File: src/rtl/leitor_saida_registrador_pkg.sv
// Shared definitions for the register-file read-out streamer:
// FSM state encoding, default widths and the register-file read latency.
package leitor_saida_registrador_pkg;

  typedef enum logic [1:0] {
    OCIOSO   = 2'd0,
    ENDERECA = 2'd1,
    CAPTURA  = 2'd2,
    ENTREGA  = 2'd3
  } estado_t;

  localparam int DATA_WIDTH_PADRAO = 32;
  localparam int ADDR_WIDTH_PADRAO = 5;

  // Cycles between a stable endereco_leitura and valid dado_registrador.
  // The ENDERECA state provides exactly this one settle cycle.
  localparam int LATENCIA_LEITURA_RF = 1;

endpackage

File: src/rtl/leitor_saida_registrador_contador_endereco_leitura.sv
// Loadable, enabled, saturating read-address counter with a last-address flag.
// Its register doubles as the register-file read address, so the address
// naturally holds its last value while the reader is idle.
module contador_endereco_leitura #(
  parameter int ADDR_WIDTH = 5,
  parameter int NUM_REGS   = 32
) (
  input  logic                  i_clock,
  input  logic                  i_reset_n,
  input  logic                  i_carrega,
  input  logic [ADDR_WIDTH-1:0] i_valor,
  input  logic                  i_incrementa,
  output logic [ADDR_WIDTH-1:0] o_endereco,
  output logic                  o_ultimo
);

  localparam logic [ADDR_WIDTH-1:0] ULTIMO = ADDR_WIDTH'(NUM_REGS - 1);

  logic [ADDR_WIDTH-1:0] r_endereco;

  // Load wins over increment; increment stops at the last scanned address.
  always_ff @(posedge i_clock or negedge i_reset_n) begin
    if (!i_reset_n) begin
      r_endereco <= '0;
    end else if (i_carrega) begin
      r_endereco <= i_valor;
    end else if (i_incrementa && (r_endereco < ULTIMO)) begin
      r_endereco <= r_endereco + 1'b1;
    end
  end

  assign o_endereco = r_endereco;
  assign o_ultimo   = (r_endereco == ULTIMO);

endmodule

File: src/rtl/leitor_saida_registrador.sv
// Register-file reader: streams one register (single mode) or registers
// 0..NUM_REGS-1 (dump mode) to a valid/ready sink.
// Optional feature macro: LEITOR_CHECKSUM_EN adds an XOR checksum of the
// accepted words (checksum / checksum_valid outputs).
//
// state    | meaning
// ---------+-----------------------------------------------------------
// OCIOSO   | idle, waits for inicio; read address keeps last value
// ENDERECA | read address stable, register file settles
// CAPTURA  | register word and address into the output registers
// ENTREGA  | saida_valid high, wait for saida_ready
module leitor_saida_registrador
  import leitor_saida_registrador_pkg::*;
#(
  parameter int DATA_WIDTH = DATA_WIDTH_PADRAO,
  parameter int ADDR_WIDTH = ADDR_WIDTH_PADRAO,
  parameter int NUM_REGS   = 32
) (
  input  logic                  clock,
  input  logic                  reset_n,
  input  logic                  inicio,
  input  logic                  modo_dump,
  input  logic [ADDR_WIDTH-1:0] endereco_pedido,
  output logic [ADDR_WIDTH-1:0] endereco_leitura,
  input  logic [DATA_WIDTH-1:0] dado_registrador,
  output logic                  saida_valid,
  input  logic                  saida_ready,
  output logic [DATA_WIDTH-1:0] saida_dado,
  output logic [ADDR_WIDTH-1:0] saida_endereco,
  output logic                  ocupado,
  output logic                  concluido
`ifdef LEITOR_CHECKSUM_EN
  ,
  output logic [DATA_WIDTH-1:0] checksum,
  output logic                  checksum_valid
`endif
);

  estado_t               r_estado;
  estado_t               w_estado_prox;
  logic                  r_modo_dump;
  logic [DATA_WIDTH-1:0] r_saida_dado;
  logic [ADDR_WIDTH-1:0] r_saida_endereco;

  logic                  w_carrega;
  logic                  w_incrementa;
  logic                  w_captura;
  logic                  w_aceite;
  logic                  w_concluido;
  logic                  w_ultimo;
  logic [ADDR_WIDTH-1:0] w_endereco;
  logic [ADDR_WIDTH-1:0] w_valor_inicial;

  assign w_valor_inicial = modo_dump ? '0 : endereco_pedido;

  contador_endereco_leitura #(
    .ADDR_WIDTH(ADDR_WIDTH),
    .NUM_REGS  (NUM_REGS)
  ) u_contador (
    .i_clock     (clock),
    .i_reset_n   (reset_n),
    .i_carrega   (w_carrega),
    .i_valor     (w_valor_inicial),
    .i_incrementa(w_incrementa),
    .o_endereco  (w_endereco),
    .o_ultimo    (w_ultimo)
  );

  // State register.
  always_ff @(posedge clock or negedge reset_n) begin
    if (!reset_n) begin
      r_estado <= OCIOSO;
    end else begin
      r_estado <= w_estado_prox;
    end
  end

  // Next state and per-state control strobes.
  always_comb begin
    w_estado_prox = r_estado;
    w_carrega     = 1'b0;
    w_incrementa  = 1'b0;
    w_captura     = 1'b0;
    w_aceite      = 1'b0;
    w_concluido   = 1'b0;
    case (r_estado)
      OCIOSO: begin
        if (inicio) begin
          w_carrega     = 1'b1;
          w_estado_prox = ENDERECA;
        end
      end
      ENDERECA: w_estado_prox = CAPTURA;
      CAPTURA: begin
        w_captura     = 1'b1;
        w_estado_prox = ENTREGA;
      end
      ENTREGA: begin
        if (saida_ready) begin
          w_aceite = 1'b1;
          if (!r_modo_dump || w_ultimo) begin
            w_concluido   = 1'b1;
            w_estado_prox = OCIOSO;
          end else begin
            w_incrementa  = 1'b1;
            w_estado_prox = ENDERECA;
          end
        end
      end
      default: w_estado_prox = OCIOSO;
    endcase
  end

  // Mode is latched with the accepted start and held for the whole operation.
  always_ff @(posedge clock or negedge reset_n) begin
    if (!reset_n) begin
      r_modo_dump <= 1'b0;
    end else if (w_carrega) begin
      r_modo_dump <= modo_dump;
    end
  end

  // Output word registers; only written in CAPTURA so they stay stable under backpressure.
  always_ff @(posedge clock or negedge reset_n) begin
    if (!reset_n) begin
      r_saida_dado     <= '0;
      r_saida_endereco <= '0;
    end else if (w_captura) begin
      r_saida_dado     <= dado_registrador;
      r_saida_endereco <= w_endereco;
    end
  end

  assign endereco_leitura = w_endereco;
  assign saida_valid      = (r_estado == ENTREGA);
  assign saida_dado       = r_saida_dado;
  assign saida_endereco   = r_saida_endereco;
  assign ocupado          = (r_estado != OCIOSO);
  assign concluido        = w_concluido;

`ifdef LEITOR_CHECKSUM_EN
  logic [DATA_WIDTH-1:0] r_checksum;
  logic                  r_checksum_valid;

  // XOR-accumulate accepted words; cleared by an accepted start.
  always_ff @(posedge clock or negedge reset_n) begin
    if (!reset_n) begin
      r_checksum       <= '0;
      r_checksum_valid <= 1'b0;
    end else begin
      if (w_carrega) begin
        r_checksum       <= '0;
        r_checksum_valid <= 1'b0;
      end else if (w_aceite) begin
        r_checksum <= r_checksum ^ r_saida_dado;
      end
      if (w_concluido) begin
        r_checksum_valid <= 1'b1;
      end
    end
  end

  // The final word is folded in combinationally so the result is already
  // complete in the cycle concluido pulses.
  assign checksum       = w_concluido ? (r_checksum ^ r_saida_dado) : r_checksum;
  assign checksum_valid = r_checksum_valid | w_concluido;
`endif

endmodule

File: config.mk
export PLATFORM = sky130hd
export DESIGN_NAME = leitor_saida_registrador
export DESIGN_NICKNAME = d
export VERILOG_FILES = /design/src/rtl/leitor_saida_registrador_pkg.sv /design/src/rtl/leitor_saida_registrador_contador_endereco_leitura.sv /design/src/rtl/leitor_saida_registrador.sv
export SDC_FILE = /design/constraint.sdc
export NUM_CORES = 1
export LEC_CHECK = 0
export CAP_MARGIN = 20
export CELL_PAD_IN_SITES_DETAIL_PLACEMENT = 0
export CELL_PAD_IN_SITES_GLOBAL_PLACEMENT = 2
export CORE_MARGIN = 3
export CORE_UTILIZATION = 28
export CTS_CLUSTER_SIZE = 16
export DETAILED_ROUTE_END_ITERATION = 8
export PLACE_DENSITY = 0.84
export SETUP_SLACK_MARGIN = 0.2
export SLEW_MARGIN = 20
export SYNTH_ARGS = -nofsm -noshare
export SYNTH_HDL_FRONTEND = slang
export SYNTH_HIERARCHICAL = 1
export SYNTH_SLANG_ARGS = --single-unit
File: constraint.sdc
create_clock -name clock -period 2.1 [get_ports clock]
set_input_delay 0.42 -clock clock [delete_from_list [all_inputs] [get_ports clock]]
set_output_delay 0.42 -clock clock [all_outputs]
set_load 0.05 [all_outputs]
# Yosys cells after proc, flatten, opt, wreduce, memory -nomap -nowiden
# Cells that the tools add are included.
[totals]
ff_bits = 45
inputBits = 42
out_inout_bits = 45
elab_cells = 36
[op_classes]
addsub = 1
order_cmp = 1
eq_ne = 6
muxes = 16
n_reduce_logical = 7
[op_table]
columns = ["operator", "n"]
rows = [
  ["5-bit 2-to-1 mux", 3],
  ["1-bit 2-to-1 mux", 10],
  ["2-bit case mux with 4 select lines", 1],
  ["5-bit by 1-bit adder with 5-bit output, second input constant", 1],
  ["5-bit equality test, second input constant", 1],
  ["5-bit less-than comparator, second input constant", 1],
  ["2-bit equality test, second input constant", 2],
  ["2-bit 2-to-1 mux", 2],
  ["2-bit nonzero test", 2],
  ["2-bit by 1-bit equality test with 1-bit output, second input constant", 1],
  ["2-bit logical NOT", 1],
  ["2-bit by 1-bit != test with 1-bit output, second input constant", 1],
  ["2-bit != test, second input constant", 1],
  ["2-bit AND reduction", 1],
  ["1-bit logical AND", 1],
  ["1-bit logical NOT", 1],
  ["1-bit logical OR", 1],
]

# Longest topological paths before layout
[depth]
depth_word = 8
mapped_depth = 9
ltp_nobuf = 8

# Hierarchy
# Netlist, hierarchy kept.
[modules_own_cells]
columns = ["module", "instances", "cells_each", "area_each_um2", "seq_area_each_um2"]
rows = [
  ["leitor_saida_registrador", 1, 107, 1789.2, 1001.0],
  ["contador_endereco_leitura", 1, 27, 310.3, 125.1],
]

# Worst setup path after synthesis
# Ideal clock, no wire load.
[synth_timing]
path_type = "register to output"
start = "register u_contador.r_endereco[0], in the netlist u_contador/o_endereco[0]"
end = "output concluido"
t_arrival_ps = 1958
required_ps = 1680
setup_slack_ps = -278
path_stages_with_launch = 6
cell_sequence = "dfrtp_1 -> ha_1 -> and3_2 -> ha_1 -> nor2b_1 -> nor2_1"
[synth_between]
elab_chain_cells = 5
[synth_lines]
columns = ["element", "line_no", "source"]
rows = [
  ["from (decl)", "leitor_saida_registrador_contador_endereco_leitura.sv:19", "logic [ADDR_WIDTH-1:0] r_endereco;"],
  ["from (signal assigned)", "leitor_saida_registrador_contador_endereco_leitura.sv:26", "r_endereco <= i_valor;"],
  ["from (signal assigned)", "leitor_saida_registrador_contador_endereco_leitura.sv:28", "r_endereco <= r_endereco + 1'b1;"],
  ["5-bit equality test", "leitor_saida_registrador_contador_endereco_leitura.sv:33", "assign o_ultimo = (r_endereco == ULTIMO);"],
  ["net w_ultimo", "leitor_saida_registrador.sv:50", "logic w_ultimo;"],
  ["1-bit logical OR", "leitor_saida_registrador.sv:101", "if (!r_modo_dump || w_ultimo) begin"],
  ["1-bit 2-to-1 mux", "leitor_saida_registrador.sv:101", ""],
  ["1-bit 2-to-1 mux", "leitor_saida_registrador.sv:99", "if (saida_ready) begin"],
  ["1-bit 2-to-1 mux", "leitor_saida_registrador.sv:86", "case (r_estado)"],
  ["to (decl)", "leitor_saida_registrador.sv:31", "output logic concluido"],
]
# The timed path passes the listed nets, and every way through them passes these cells.

# Final worst setup path
# Ends and elaborated chain as after synthesis.

==> out/metrics.yaml <==
drc: 0
stdcell_area_um2: 3290
dr.pass1.iters: 3
n_antenna_cell: 0
mostFrequentLayoutCell: "clkdlybuf4s50_1"
ys_warn_count: 6
worstSetupStartpointType: "register"
grtUsageTotal_pct: 10.9
grt_pass1_vias: 1499
worst_pin_slew_ps: 532
cp-startpoint: "u_contador/o_endereco[0]"
reg2reg_depth: 8
status: "finished clean"
die_w_um: 92.6
dp_hpwl_mm: 3.35
critPathCaptureType: "primary output"
fillers: 657
reg2reg_from: "u_contador/o_endereco[0]"
hp-class: "input port to async pin"
drt_iter0_drc: 9
cts_max_path_buffers: 2
drv_slew: 0
syn_nets: 182
drive_gt1_share_pct: 31.5
finalSetupTns_ps: 0
clock_sinks: 45
io_pins: 87
period_minus_slack_ps: 1980
fmax_mhz: 506
fin_crit_sh_pct: 94.1
antenna_found_initial: 0
io_buffers: 86
clkLatencyLatePin_ps: 290
synth_compound_area_share_pct: 5.48
overflow: 0
timing.final.ws_setup_ps: 124
synth_area_per_cell_um2: 15.7
grt_start_max_net_pins: 30
slew_headroom_pct: 64.5
antenna_left: 0
ys_seq_elements: 45
vias: 1417
cp.required_ps: 1680
viasPerCell: 4.32
place_congestion: 0.729
holdWs_ps: 481
drv_cap: 0
synthMuxAreaShare_pct: 27.7
finClkSkew_ps: 6.54
netlist_instances: 134
path_class: "register to primary output"
grt_pass1_wl_mm: 7.48
fp.coreArea_um2: 7020
rows: 30
routed_wl_mm: 4.70
synth_area_um2: 2100
worstPathArrival_ps: 1560
wl_per_cell_um: 14.3
synth_fa_ha_area_share_pct: 3.58
root_buffer: "clkbuf_8"
r2r_slack_ps: 280
syn_to_final_growth_pct: 56.8
numCtsBuffers: 5
setup_viol: 0
dieHeight_um: 92.6
place_area_um2: 3090
die_area_um2: 8570
synth_xor_area_share_pct: 0
cts_tree: "yes"
htreeDepth: 2
yosysUniqueCellTypes: 27
cp_max_fo: 5
place_worst_setup_slack_ps: 284
finalHoldViolCount: 0
final_cell_mix: "clkdlybuf4s50_1, dfrtp_1, dlymetal6s2s_1"
start_util_pct: 29.9
worstReg2RegEnd: "u_contador/o_endereco[3]"
final_nets: 280
synth_top_family_by_area: "multiplexers"
rsz0062_at_grt: "yes"
synth-seq-area-share_pct: 53.6
clk_pin_slew_ps: 80
yosys.area_share.simple_pct: 4.77
## how the worst max path moves through the flow
stage	endpoint	slack [ps]
after global placement	u_contador/o_endereco[3]	330
after CTS	concluido	100
final	concluido	120
after floorplan	concluido	160
after global routing	concluido	60
after detailed placement	u_contador/o_endereco[3]	280
## cell families (layout without fill, tap and decap cells)
family          after synthesis  in the layout
mux                          42             42
flops                        45             45
compound gates               13             13
simple gates                 17             17
buf+inv                      11            109
fa+ha+maj                     6              6
## final cells by class
type / count / area (µm²) / share of cell area [%]
clock buffer: 6 / 72.6 / 2.20
clock inverter: 1 / 5.00 / 0.152
inverter: 6 / 22.5 / 0.684
multi-input combinational: 78 / 923 / 28.1
sequential: 45 / 1130 / 34.4
tap: 96 / 120 / 3.65
timing repair buffer: 96 / 1020 / 30.9
## through the flow
stage / instances / util, %
finish: 328 / 46.9
global route: 328 / 46.9
detailed placement: 315 / 44.1
CTS: 326 / 45.5
floorplan: 134 / -
global placement: 315 / 44.1
## per-layer routing
metal / GRT usage [%] / part of all wire [%] / up-vias
li1: - / - / 672
met1: 14.1 / 47 / 685
met2: 17.4 / 46 / 53
met3: 3.49 / 6.4 / 7
met4: 3.34 / 0.96 / 0
met5: 0 / 0 / -
## sequential cells by signal (all words and copies together) (netlist names)
name and count:
r_estado 2, saida_endereco 5, r_modo_dump 1, u_contador/o_endereco 5, saida_dado 32
## synth_stat cells
| master | instances | area share, % |
|---|---|---|
| nand4_1 | 1 | 0.30 |
| nor2b_1 | 6 | 1.8 |
| nand2_1 | 2 | 0.36 |
| ha_1 | 6 | 3.6 |
| a22oi_2 | 1 | 0.60 |
| mux2_4 | 30 | 21 |
| buf_12 | 3 | 2.9 |
| and3_1 | 1 | 0.30 |
| a211oi_1 | 1 | 0.36 |
| a2bb2oi_1 | 3 | 1.3 |
| and3_4 | 1 | 0.54 |
| a41oi_1 | 1 | 0.42 |
| nor2_1 | 3 | 0.54 |
| a211o_1 | 1 | 0.42 |
| and3_2 | 1 | 0.36 |
| inv_1 | 6 | 1.1 |
| or3_1 | 1 | 0.30 |
| mux2_2 | 9 | 4.8 |
| buf_6 | 1 | 0.54 |
| nand2b_1 | 1 | 0.30 |
| a31oi_4 | 1 | 1.0 |
| o21ai_0 | 3 | 0.71 |
| mux2i_1 | 3 | 1.4 |
| a31oi_1 | 1 | 0.30 |
| dfrtp_1 | 45 | 54 |
| buf_4 | 1 | 0.36 |
| a221oi_1 | 1 | 0.42 |
## critical path, stage by stage (launching register included)
cell and delay, ps:
dfrtp_2 450, ha_4 170, and3_4 150, ha_4 150
nor2b_4 150, nor2_4 50, buf_12 140
## what timing repair did
item / CTS / global route
setup buffers: 3 / 2
hold buffers: 1 / 0
cloned: 0 / 0
setup endpoints to repair: 8 / 32
pin swaps: 0 / 2
gates resized for setup: 7 / 32
hold endpoints to repair: 4 / 0
Power is left out: the tool's default activity adds up to more than one toggle a clock period on the data nets, which glitch-free logic cannot reach.
